<file path="config.mk">
export PLATFORM = sky130hd
export DESIGN_NAME = match_score_controller
export DESIGN_NICKNAME = d
export VERILOG_FILES = /design/src/rtl/score_pkg.sv /design/src/rtl/frame_pause_timer.sv /design/src/rtl/match_score_controller.sv
export SDC_FILE = /design/constraint.sdc
export NUM_CORES = 1
export LEC_CHECK = 0
export CAP_MARGIN = 20
export CORE_ASPECT_RATIO = 1.5
export CORE_UTILIZATION = 57
export CTS_CLUSTER_DIAMETER = 100
export CTS_CLUSTER_SIZE = 12
export DETAILED_ROUTE_END_ITERATION = 10
export PLACE_DENSITY = 0.83
export SLEW_MARGIN = 5
export SYNTH_ARGS = -nofsm -noshare
export SYNTH_HDL_FRONTEND = slang
export SYNTH_SLANG_ARGS = --single-unit
</file>
<file path="constraint.sdc">
create_clock -name clk -period 2.85 [get_ports clk]
set_input_delay 0.57 -clock clk [delete_from_list [all_inputs] [get_ports clk]]
set_output_delay 0.57 -clock clk [all_outputs]
set_load 0.01 [all_outputs]
</file>
<file path="src/rtl/score_pkg.sv">
// Shared types and constants for the match score controller.
package score_pkg;

    localparam int unsigned DIGIT_W = 4;
    localparam logic [DIGIT_W-1:0] HARD_CAP = DIGIT_W'(9);

    typedef enum logic [1:0] {
        ST_PLAY  = 2'd0,
        ST_PAUSE = 2'd1,
        ST_OVER  = 2'd2
    } state_e;

    typedef enum logic [1:0] {
        WIN_NONE  = 2'b00,
        WIN_LEFT  = 2'b01,
        WIN_RIGHT = 2'b10
    } winner_e;

    // Score increment that never passes the display's single-digit cap.
    function automatic logic [DIGIT_W-1:0] sat_inc(input logic [DIGIT_W-1:0] d);
        return (d >= HARD_CAP) ? HARD_CAP : d + DIGIT_W'(1);
    endfunction

endpackage

</file>
<file path="src/rtl/frame_pause_timer.sv">
// Post-goal freeze counter: loaded on a goal, counts down on frame pulses,
// flags the frame pulse on which it reaches zero.
module frame_pause_timer #(
    parameter int unsigned PAUSE_FRAMES = 60
) (
    input  logic clk,
    input  logic reset,
    input  logic load_i,
    input  logic clear_i,
    input  logic sof_i,
    output logic done_c_o
);

    localparam int unsigned CNT_W = 8;

    logic [CNT_W-1:0] cnt_q;
    logic [CNT_W-1:0] cnt_d;

    always_comb begin
        cnt_d = cnt_q;
        if (clear_i) begin
            cnt_d = '0;
        end else if (load_i) begin
            cnt_d = CNT_W'(PAUSE_FRAMES);
        end else if (sof_i && (cnt_q != '0)) begin
            cnt_d = cnt_q - CNT_W'(1);
        end
    end

    always_ff @(posedge clk) begin
        if (reset) begin
            cnt_q <= '0;
        end else begin
            cnt_q <= cnt_d;
        end
    end

    assign done_c_o = sof_i && (cnt_q == CNT_W'(1)) && !clear_i && !load_i;

endmodule

</file>
<file path="src/rtl/match_score_controller.sv">
// Pong match scoring: goal edge detection, round-robin arbitration, pause and
// game-over control. Define WIN_BY_TWO_EN to require a two-point lead to win.
module match_score_controller
    import score_pkg::*;
#(
    parameter int unsigned WIN_SCORE    = 5,
    parameter int unsigned PAUSE_FRAMES = 60
) (
    input  logic               clk,
    input  logic               reset,
    input  logic               startOfFrame,
    input  logic               goalLeft,
    input  logic               goalRight,
    input  logic               newGame,
    output logic [DIGIT_W-1:0] digitLeft,
    output logic [DIGIT_W-1:0] digitRight,
    output logic               scoreLevel1,
    output logic               scoreLevel2,
    output logic               freezeBall,
    output logic               ballRestart,
    output logic               gameOver,
    output logic [1:0]         winner
);

    localparam logic [DIGIT_W-1:0] WIN_D = DIGIT_W'(WIN_SCORE);

    state_e             state_q, state_d;
    winner_e            winner_q, winner_d;
    logic [DIGIT_W-1:0] dl_q, dl_d, dr_q, dr_d;
    logic               tok_q, tok_d;
    logic               gl_q, gr_q;
    logic               sl1_q, sl1_d, sl2_q, sl2_d;
    logic               br_q, br_d;
    logic               frz_q, over_q;

    logic               ev_l, ev_r, grant_l, grant_r;
    logic [DIGIT_W-1:0] inc_l, inc_r;
    logic               lead_l, lead_r, end_l, end_r;
    logic               tmr_load, tmr_clear, tmr_done;

    frame_pause_timer #(
        .PAUSE_FRAMES(PAUSE_FRAMES)
    ) u_timer (
        .clk     (clk),
        .reset   (reset),
        .load_i  (tmr_load),
        .clear_i (tmr_clear),
        .sof_i   (startOfFrame),
        .done_c_o(tmr_done)
    );

    assign ev_l    = goalLeft  && !gl_q;
    assign ev_r    = goalRight && !gr_q;
    // Token 0 favours left on a tie, 1 favours right.
    assign grant_l = ev_l && (!ev_r || !tok_q);
    assign grant_r = ev_r && (!ev_l ||  tok_q);
    assign inc_l   = sat_inc(dl_q);
    assign inc_r   = sat_inc(dr_q);

`ifdef WIN_BY_TWO_EN
    assign lead_l = {1'b0, inc_l} >= ({1'b0, dr_q} + 5'd2);
    assign lead_r = {1'b0, inc_r} >= ({1'b0, dl_q} + 5'd2);
`else
    assign lead_l = 1'b1;
    assign lead_r = 1'b1;
`endif

    assign end_l = ((inc_l >= WIN_D) && lead_l) || (inc_l == HARD_CAP);
    assign end_r = ((inc_r >= WIN_D) && lead_r) || (inc_r == HARD_CAP);

    always_comb begin
        state_d   = state_q;
        winner_d  = winner_q;
        dl_d      = dl_q;
        dr_d      = dr_q;
        tok_d     = tok_q;
        sl1_d     = 1'b0;
        sl2_d     = 1'b0;
        br_d      = 1'b0;
        tmr_load  = 1'b0;
        tmr_clear = 1'b0;

        if (newGame) begin
            state_d   = ST_PLAY;
            winner_d  = WIN_NONE;
            dl_d      = '0;
            dr_d      = '0;
            tok_d     = 1'b0;
            br_d      = 1'b1;
            tmr_clear = 1'b1;
        end else begin
            case (state_q)
                ST_PLAY: begin
                    if (ev_l && ev_r) begin
                        tok_d = !tok_q;
                    end
                    if (grant_l) begin
                        dl_d  = inc_l;
                        sl1_d = 1'b1;
                        if (end_l) begin
                            state_d  = ST_OVER;
                            winner_d = WIN_LEFT;
                        end else begin
                            state_d  = ST_PAUSE;
                            tmr_load = 1'b1;
                        end
                    end else if (grant_r) begin
                        dr_d  = inc_r;
                        sl2_d = 1'b1;
                        if (end_r) begin
                            state_d  = ST_OVER;
                            winner_d = WIN_RIGHT;
                        end else begin
                            state_d  = ST_PAUSE;
                            tmr_load = 1'b1;
                        end
                    end
                end
                ST_PAUSE: begin
                    if (tmr_done) begin
                        br_d    = 1'b1;
                        state_d = ST_PLAY;
                    end
                end
                default: begin
                end
            endcase
        end
    end

    always_ff @(posedge clk) begin
        if (reset) begin
            state_q  <= ST_PLAY;
            winner_q <= WIN_NONE;
            dl_q     <= '0;
            dr_q     <= '0;
            tok_q    <= 1'b0;
            gl_q     <= 1'b0;
            gr_q     <= 1'b0;
            sl1_q    <= 1'b0;
            sl2_q    <= 1'b0;
            br_q     <= 1'b0;
            frz_q    <= 1'b0;
            over_q   <= 1'b0;
        end else begin
            state_q  <= state_d;
            winner_q <= winner_d;
            dl_q     <= dl_d;
            dr_q     <= dr_d;
            tok_q    <= tok_d;
            gl_q     <= goalLeft;
            gr_q     <= goalRight;
            sl1_q    <= sl1_d;
            sl2_q    <= sl2_d;
            br_q     <= br_d;
            frz_q    <= (state_d != ST_PLAY);
            over_q   <= (state_d == ST_OVER);
        end
    end

    assign digitLeft   = dl_q;
    assign digitRight  = dr_q;
    assign scoreLevel1 = sl1_q;
    assign scoreLevel2 = sl2_q;
    assign freezeBall  = frz_q;
    assign ballRestart = br_q;
    assign gameOver    = over_q;
    assign winner      = winner_q;

endmodule

</file>
==> results of run 1 <==
[through the flow]
step	utilization [%]	hold slack, ns	instance area (um^2)
final	69.6	0.494	1690
after global routing	69.6	0.540	1690
after CTS	69.6	0.499	1690
after detailed placement	68.1	0.481	1650
after global placement	68.1	0.472	1650
after floorplan	-	0.493	1440
[sequential cells by signal (all words and copies together) (netlist names)]
signal	count
digitRight	4
tok_q	1
u_timer.cnt_q	8
freezeBall	1
state_q	2
scoreLevel2	1
scoreLevel1	1
digitLeft	4
ballRestart	1
gr_q	1
gameOver	1
winner	2
gl_q	1
[final timing paths]
path | slack (ns) | start | end | depth (start not counted)
max | 0.72 | goalRight | u_timer.cnt_q[1]$_SDFFE_PP0P_ | 6
min | 0.49 | winner[1]$_SDFFE_PP0P_ | winner[1]$_SDFFE_PP0P_ | 2
max reg2reg | 0.78 | digitLeft[0]$_SDFFE_PP0P_ | gameOver$_SDFF_PP0_ | 7
min reg2reg | 0.49 | winner[1]$_SDFFE_PP0P_ | winner[1]$_SDFFE_PP0P_ | 2
[report_power, final]
part | switching [mW] | internal [mW] | total (mW)
logic | 0.0659 | 0.0564 | 0.122
registers | 0.0123 | 0.405 | 0.417
clock network | 0.113 | 0.0783 | 0.191
total | 0.191 | 0.539 | 0.730
[cells in the mapped netlist, drive strengths merged, types with 2 or more instances]
cell    instances  area share (%)
or4             2             1.6
o31ai           4             2.1
o211a           2             1.4
and2            5             2.2
nand2b          2            0.87
a21oi          12             4.2
nand3           5             1.7
nor2b           6             2.6
dfxtp          28              39
o21ai           4             1.4
a41oi           2             1.2
xnor2           4             2.4
o211ai          2             1.0
nor2           16             4.2
a221oi          2             1.2
inv             8             2.1
nand3b          4             2.1
nand2          14             3.6
or2             2            0.87
mux2i           2             1.4
ha              9             7.8
nor3            8             3.1
nor4            2            0.87
clkbuf          5             1.3
[final cells by class]
type | instances | share of cell area [%]
multi-input cells | 124 | 49.1
flip-flops and latches | 28 | 33.3
repair buffers | 20 | 11.9
clock buffers | 4 | 2.15
inverters | 8 | 1.78
well taps | 24 | 1.78
[cell families (layout without fill, tap and decap cells)]
logic type      Yosys count  after routing  synth area share (%)
mux                       3              3                  2.17
simple gates             73             73                  28.4
fa+ha+maj                 9              9                  7.81
flops                    28             28                  38.9
xor+xnor                  5              5                  3.04
compound gates           34             34                  16.1
buf+inv                  14             32                  3.65
[layer usage]
layer | vias up | wire (um)
met5 | - | 0
met4 | 0 | 92
met3 | 11 | 75
met2 | 27 | 1710
met1 | 580 | 1120
li1 | 621 | -
[critical path, delay by kind of cell]
| family | cells | cell delay (ns) |
|---|---|---|
| buffers and inverters | 1 | 0.53 |
| and+or+nand+nor | 4 | 0.92 |
| AOI/OAI and AO/OA | 1 | 0.32 |
==> results_dict.tcl, run 1 <==
set metrics [dict create \
    status "finished clean" \
    portBuffers 20 \
    drv_cap 0 \
    multi_input_area_um2 828 \
    place_ws_ns 0.376 \
    yosysSeqAreaShare_pct 38.9 \
    clk_path_buf_depth 2 \
    met3_usage_pct 3.44 \
    grt_pass1_wl_um 5060 \
    hold_path_class "reg2reg" \
    synth_flop_cell "dfxtp_1" \
    critPathArrivalTime_ns 2.35 \
    post_cts_buffers 0 \
    p_per_area_nw_per_um2 433 \
    start_util_pct 59.5 \
    cts_max_level 1 \
    dp.cells 204 \
    drt-wirelength-per-cell_um 14.4 \
    max_stage_delay_ns 0.53 \
    drt-total-wl_um 3000 \
    grt_overflow 0 \
    ys_ff_latch 28 \
    tightestPinTransition_ns 0.490 \
    drc 0 \
    cts_root_buf "clkbuf_4" \
    register_area_um2 561 \
    crit_fanout 5 \
    cts-hold-fix-buffers 0 \
    fp.dieH_um 63.6 \
    max_freq_ghz 0.470 \
    slew_headroom_pct 67.2 \
    grt_use_met2_pct 46.6 \
    vias_per_cell 5.96 \
    synth_cells 166 \
    grt_usage_pct 24.1 \
    worst_slack_ns 0.721 \
    fin_crit_ns 2.13 \
    synth.avg_cell_area_um2 8.68 \
    grt_pass1_vias 1229 \
    stdcell_count 208 \
    start_kind "primary input" \
    clkLatencyLatePin_ns 0.33 \
    synth_area_um2 1440 \
    fin_nets 200 \
    clkSinkCount 28 \
    hold_viol_final 0 \
    cp.required_ns 3.07 \
    grt_max_degree 19 \
    grtUsageMet1_pct 23.2 \
    final-setup-viol-count 0 \
    antenna_found_initial 0 \
    final_common_cell "dfxtp_1" \
    period_share_pct 74.7 \
    vias 1239 \
    power.leakage_nw 0.641 \
    dieArea_um2 2740 \
    row_count 22 \
    die_x_um 43.1 \
    drt-pass1-iter-count 4 \
    syn-num-nets 181 \
    synth_edf_count 0 \
    endpoint_kind "register" \
    total_power_uw 730 \
    crit_slowest_cell "clkdlybuf4s50_1" \
    cts_tree "done" \
    vdd_drop_max_uv 285 \
    final_cell_mix "dfxtp_1, clkdlybuf4s50_1, nor2_1" \
    clk_pin_slew_worst_paths_ns 0.14 \
    nFillCells 222 \
    slew_violations 0 \
    area_delta_synth_final_pct 16.9 \
    gp_congestion 0.802 \
    yosys_warnings 0 \
    synth_cell_types 42 \
    antenna_cells 0 \
    antenna_left 0 \
    dp_hpwl_um 2330 \
    numCtsBuffers 3 \
    drt_iter0_markers 37 \
    synthArstFlopShare_pct 0 \
    path_cells "clkdlybuf4s50_1 > nor4b_2 > nand2_1 > o31ai_1 > and2_1 > nor3_1" \
    drive_gt1_share_pct 7.61 \
    cts_resized 0 \
    finClkSkew_ns 0.00378 \
    core_um2 2420 \
    worstSetupPathType "in2reg" \
    finalSetupTns_ns 0 \
    rsz0062_at_grt "no" \
    io_pins 21 \
    busiest_layer "met2" \
]
Power figures use the tool's default switching activity.
==> run 2, diff against run 1 <==
- CORE_UTILIZATION: 57 -> 53
- PLACE_DENSITY: 0.83 -> 0.78
- clock period: 2.85 -> 2 ns (I/O delays scaled with it)
==> run 2 against run 1 <==
Combinational power increased by 68%. Wire length increased by 8.9%. Largest cell class unchanged. Critical path depth increased by 2. Largest power group unchanged. Highest routed layer unchanged.
==> results_dict.tcl, run 2 (synthesized netlist as in run 1, its figures left out) <==
set metrics [dict create \
    antenna_found_initial 0 \
    p_sw_share_pct 27.0 \
    worstHoldPathCells 2 \
    seq_power_share_pct 57.7 \
    crit_fanout 6 \
    die_x_um 44.6 \
    antenna_left 0 \
    register_area_um2 566 \
    timing.rr.end "winner[0]$_SDFFE_PP0P_" \
    grt_pass1_wl_um 5220 \
    drive_gt1_share_pct 18.6 \
    clkLatencyLatePin_ns 0.33 \
    clk_path_buf_depth 2 \
    row_count 22 \
    start_kind "register" \
    vias_per_cell 5.57 \
    hold_viol_final 0 \
    drt-wirelength-per-cell_um 13.9 \
    dieArea_um2 2940 \
    cts_max_level 1 \
    grt_max_degree 19 \
    io_pins 21 \
    portBuffers 20 \
    drc 0 \
    cts_tree "done" \
    critPathArrivalTime_ns 2.14 \
    hold_slack_ns 0.503 \
    power.leakage_nw 0.727 \
    start_util_pct 57.5 \
    drt-pass1-iter-count 4 \
    final-setup-viol-count 0 \
    final_common_cell "dfxtp_1" \
    fin_nets 216 \
    drt_iter0_markers 36 \
    cts_root_buf "clkbuf_4" \
    nFillCells 196 \
    tightestPinTransition_ns 0.534 \
    antenna_cells 0 \
    cp.required_ns 2.24 \
    rr_startpoint "digitLeft[0]$_SDFFE_PP0P_" \
    largest_reg_flops 8 \
    fp.dieH_um 65.9 \
    total_power_mw 1.03 \
    drv_cap 0 \
    grt_pass1_vias 1230 \
    vdd_drop_max_uv 411 \
    largest_register "u_timer.cnt_q" \
    final_cell_mix "dfxtp_1, clkdlybuf4s50_1, nor2_1, buf_4, nand2_1" \
    min_to "winner[1]$_SDFFE_PP0P_" \
    vias 1310 \
    rsz0062_at_grt "no" \
    finClkSkew_ns 0.00484 \
    drt-total-wl_um 3270 \
    p_per_area_nw_per_um2 555 \
    clk_pin_slew_worst_paths_ns 0.14 \
    clkSinkCount 28 \
    slew_violations 0 \
    status "finished clean" \
    r2r_cells 8 \
    rrSetupSlack_ns 0.09 \
    multi_input_area_um2 865 \
    combPwrFrac_pct 20.0 \
    p_clk_share_pct 22.3 \
    dp_hpwl_um 2500 \
    numCtsBuffers 3 \
    period_share_pct 95.3 \
    endpoint_kind "register" \
    grt_usage_pct 24.1 \
    area_delta_synth_final_pct 28.2 \
    slew_headroom_pct 64.2 \
    core_um2 2500 \
    p_int_uw 749 \
    hold_path_class "reg2reg" \
    p_switching_uw 277 \
    grt_overflow 0 \
    max_freq_ghz 0.525 \
    worstSetupPathType "reg2reg" \
    fin_crit_ns 1.91 \
    min_from "winner[1]$_SDFFE_PP0P_" \
    gp_congestion 0.919 \
]
[run 2: cell types whose count changed in the layout (fill, tap and decap cells not counted), moves of 2 or more]
cell,change
a221oi_1,-2
buf_4,+16
a221oi_2,+2
dfxtp_1,-2
ha_1,-2
[run 2: repair_timing]
item                                   4_1_cts  5_1_grt
buffers inserted                             1        2
hold buffers                                 0        0
endpoints found under the hold margin        0        0
setup endpoints to repair                    1       13
pin swaps                                    2        2
gates resized for setup                      1        8
[run 2: power by group through the flow]
stage	registers, mW	clock network [mW]	logic [mW]
final	0.592	0.229	0.205
after CTS	0.593	0.233	0.203
after global routing	0.595	0.254	0.224
after detailed placement	0.606	0	0.199
after global placement	0.603	0	0.193
after floorplan	0.604	0	0.124
[run 2: worst max-delay path by stage]
stage	start	end	slack (ns)
3_3_place_gp	goalLeft	state_q[1]$_SDFF_PP0_	0.02
2_1_floorplan	digitLeft[0]$_SDFFE_PP0P_	gameOver$_SDFF_PP0_	0.18
4_1_cts	digitLeft[0]$_SDFFE_PP0P_	gameOver$_SDFF_PP0_	0.004
3_5_place_dp	goalRight	u_timer.cnt_q[7]$_SDFFE_PP0P_	-0.09
5_1_grt	digitLeft[0]$_SDFFE_PP0P_	winner[0]$_SDFFE_PP0P_	0.009
6_report	digitLeft[0]$_SDFFE_PP0P_	winner[0]$_SDFFE_PP0P_	0.09
[run 2: critical path: stages (launching register included)]
cell      delay, ns
dfxtp_2        0.38
buf_4          0.11
ha_2           0.21
and2_1         0.15
a221oi_2       0.06
o211ai_1       0.45
buf_4          0.21
nor3_2         0.03
o211a_1        0.21
[run 2: final cells by class]
| class | count | area share, % |
|---|---|---|
| Clock buffer | 3 | 1.22 |
| Inverter | 8 | 1.62 |
| Multi-Input combinational cell | 124 | 46.8 |
| Sequential cell | 28 | 30.6 |
| Tap cell | 36 | 2.44 |
| Timing Repair Buffer | 36 | 17.3 |
[run 2: metal layers]
metal  wire length (um)  up-vias  global-route usage [%]
met1               1260      628                    24.3
met4                 47        0                    10.2
met2               1880       29                    47.8
met5                  0        -                       0
li1                   -      649                       -
met3                 79        4                    1.64
[run 2: through the flow]
step	instance area, um^2	util (%)	setup slack (ns)	cells	TNS (ns)
final	1850	73.8	0.0937	235	0
after global routing	1850	73.8	0.00852	235	0
after CTS	1790	71.6	0.00362	233	0
after detailed placement	1760	70.3	-0.0857	229	-0.409
after global placement	1760	70.3	0.0218	229	0
after floorplan	1440	-	0.181	166	0
==> run 3, diff against run 2 <==
- CORE_MARGIN: not set -> 2
==> run 3 against run 2 <==
Global-route usage rose by 0.17 points. Wire length rose by 6.8%. Hold slack worse by 0.025 ns. Clock skew hardly changed. Cell count is 2.6% higher. Worst setup slack gained 0.034 ns. Critical endpoint is now gameOver$_SDFF_PP0_. Design area rose by 2.7%. Fmax is 1.8% higher. First-iteration DRC count shrank 53%. Register-to-register slack gained 0.03 ns. Sequential share of layout area shrank 1.0 points. Clock power grew 53%. Largest cell class unchanged. Largest power group unchanged.
==> results_dict.tcl, run 3 (synthesized netlist as in run 1, its figures left out) <==
set metrics [dict create \
    status "finished clean" \
    highest_layer "met4" \
    wl_met1_um 1330 \
    fin_nets 220 \
    drc 0 \
    grt_pass1_wl_um 5630 \
    critPathArrivalTime_ns 2.10 \
    placed_cell_area_um2 1810 \
    finalSetupTns_ns 0 \
    portBuffers 20 \
    largest_reg_flops 8 \
    hold_path_class "reg2reg" \
    antenna_left 0 \
    slew_headroom_pct 73.9 \
    fp.dieH_um 67.9 \
    hold_viol_final 0 \
    clkLatencyLatePin_ns 0.27 \
    cts_root_buf "clkbuf_8" \
    drt-total-wl_um 3490 \
    nFillCells 211 \
    multi_input_area_um2 855 \
    final_common_cell "dfxtp_1" \
    grt_pass1_vias 1348 \
    stdcell_count 241 \
    cp.required_ns 2.22 \
    die_x_um 46.6 \
    slew_violations 0 \
    drt-pass1-iter-count 4 \
    largest_register "u_timer.cnt_q" \
    clk_pin_slew_worst_paths_ns 0.09 \
    finClkSkew_ns 0.00494 \
    grt_overflow 0 \
    max_freq_ghz 0.534 \
    dr_wl_met2_um 2000 \
    rsz0062_at_grt "no" \
    numCtsBuffers 3 \
    dp_hpwl_um 2660 \
    io_pins 21 \
    register_area_um2 562 \
    period_share_pct 93.6 \
    endpoint_kind "register" \
    clkSinkCount 28 \
    dieArea_um2 3160 \
    gp_congestion 0.781 \
    drt-wirelength-per-cell_um 14.5 \
    antenna_cells 0 \
    core_um2 2620 \
    vias 1349 \
    final-setup-viol-count 0 \
    crit_start "digitLeft[0]$_SDFFE_PP0P_" \
    row_count 23 \
    drive_gt1_share_pct 19.6 \
    dp.cells 236 \
    clk_path_buf_depth 2 \
    fin_crit_ns 1.87 \
    grt_max_degree 19 \
    rr_startpoint "digitLeft[0]$_SDFFE_PP0P_" \
    wl_met3_um 80 \
    start_util_pct 55.0 \
    crit_fanout 6 \
    final_area_um2 1900 \
    drv_cap 0 \
    final_util_pct 72.5 \
    vdd_drop_max_uv 485 \
    start_kind "register" \
    cts_tree "done" \
    drt_iter0_markers 17 \
    cts_max_level 1 \
    tightestPinTransition_ns 0.390 \
    antenna_found_initial 0 \
    worstSetupPathType "reg2reg" \
    grt_usage_pct 24.3 \
    p_per_area_nw_per_um2 607 \
    final_cell_mix "dfxtp_1, clkdlybuf4s50_1, buf_4" \
    vias_per_cell 5.60 \
    area_delta_synth_final_pct 31.7 \
    rrSetupSlack_ns 0.13 \
    min_from "winner[1]$_SDFFE_PP0P_" \
    power.leakage_nw 0.760 \
    cts-hold-fix-buffers 0 \
]
run 3: cell types whose count changed in the layout (fill, tap and decap cells not counted), moves of 2 or more:
cell      change
clkbuf_4      -3
buf_4         +4
ha_1          +2
clkbuf_8      +4
run 3: worst paths after layout:
path                                               end  cells past startpoint
worst max-delay path               gameOver$_SDFF_PP0_                      8
worst min-delay path            winner[1]$_SDFFE_PP0P_                      2
worst max register to register     gameOver$_SDFF_PP0_                      8
worst min register to register  winner[1]$_SDFFE_PP0P_                      2
run 3: where the power goes:
part | internal, mW | switching (mW) | total, mW | leakage, nW
clock | 0.176 | 0.174 | 0.351 | 0.0288
combinational | 0.103 | 0.107 | 0.210 | 0.502
sequential | 0.576 | 0.0163 | 0.592 | 0.228
run 3: repair_timing:
action,in CTS,in global routing
setup endpoints to repair,1,7
setup buffers,1,0
gates resized for setup,1,5
pin swaps,1,1
gates cloned,0,0
run 3: final cells by class:
class                      count  share of cell area, %
sequential                    28                   29.6
clock buffer                   4                   2.90
inverter                       8                   1.58
timing repair buffer          40                   18.5
multi-input combinational    124                   45.0
tap                           37                   2.44
run 3: critical path: stages, from the launching register on:
cell      delay [ns]
dfxtp_2         0.34
buf_4           0.13
ha_1            0.22
and2_1          0.17
a221oi_2        0.23
o211ai_1        0.12
buf_4           0.18
o211ai_1        0.25
o211a_1         0.19
run 3: stage by stage:
stage	setup WS (ns)	hold WS [ns]	total power [mW]
2_1_floorplan	0.181	0.472	0.728
3_3_place_gp	0.0206	0.459	0.797
3_5_place_dp	-0.0442	0.464	0.809
4_1_cts	0.0897	0.480	1.15
5_1_grt	0.00442	0.509	1.20
6_report	0.128	0.478	1.15
run 3: layer usage:
metal,GRT usage (%),vias up
li1,-,663
met5,0,-
met4,11.1,0
met1,24.1,651
met2,46.7,27
met3,3.43,8
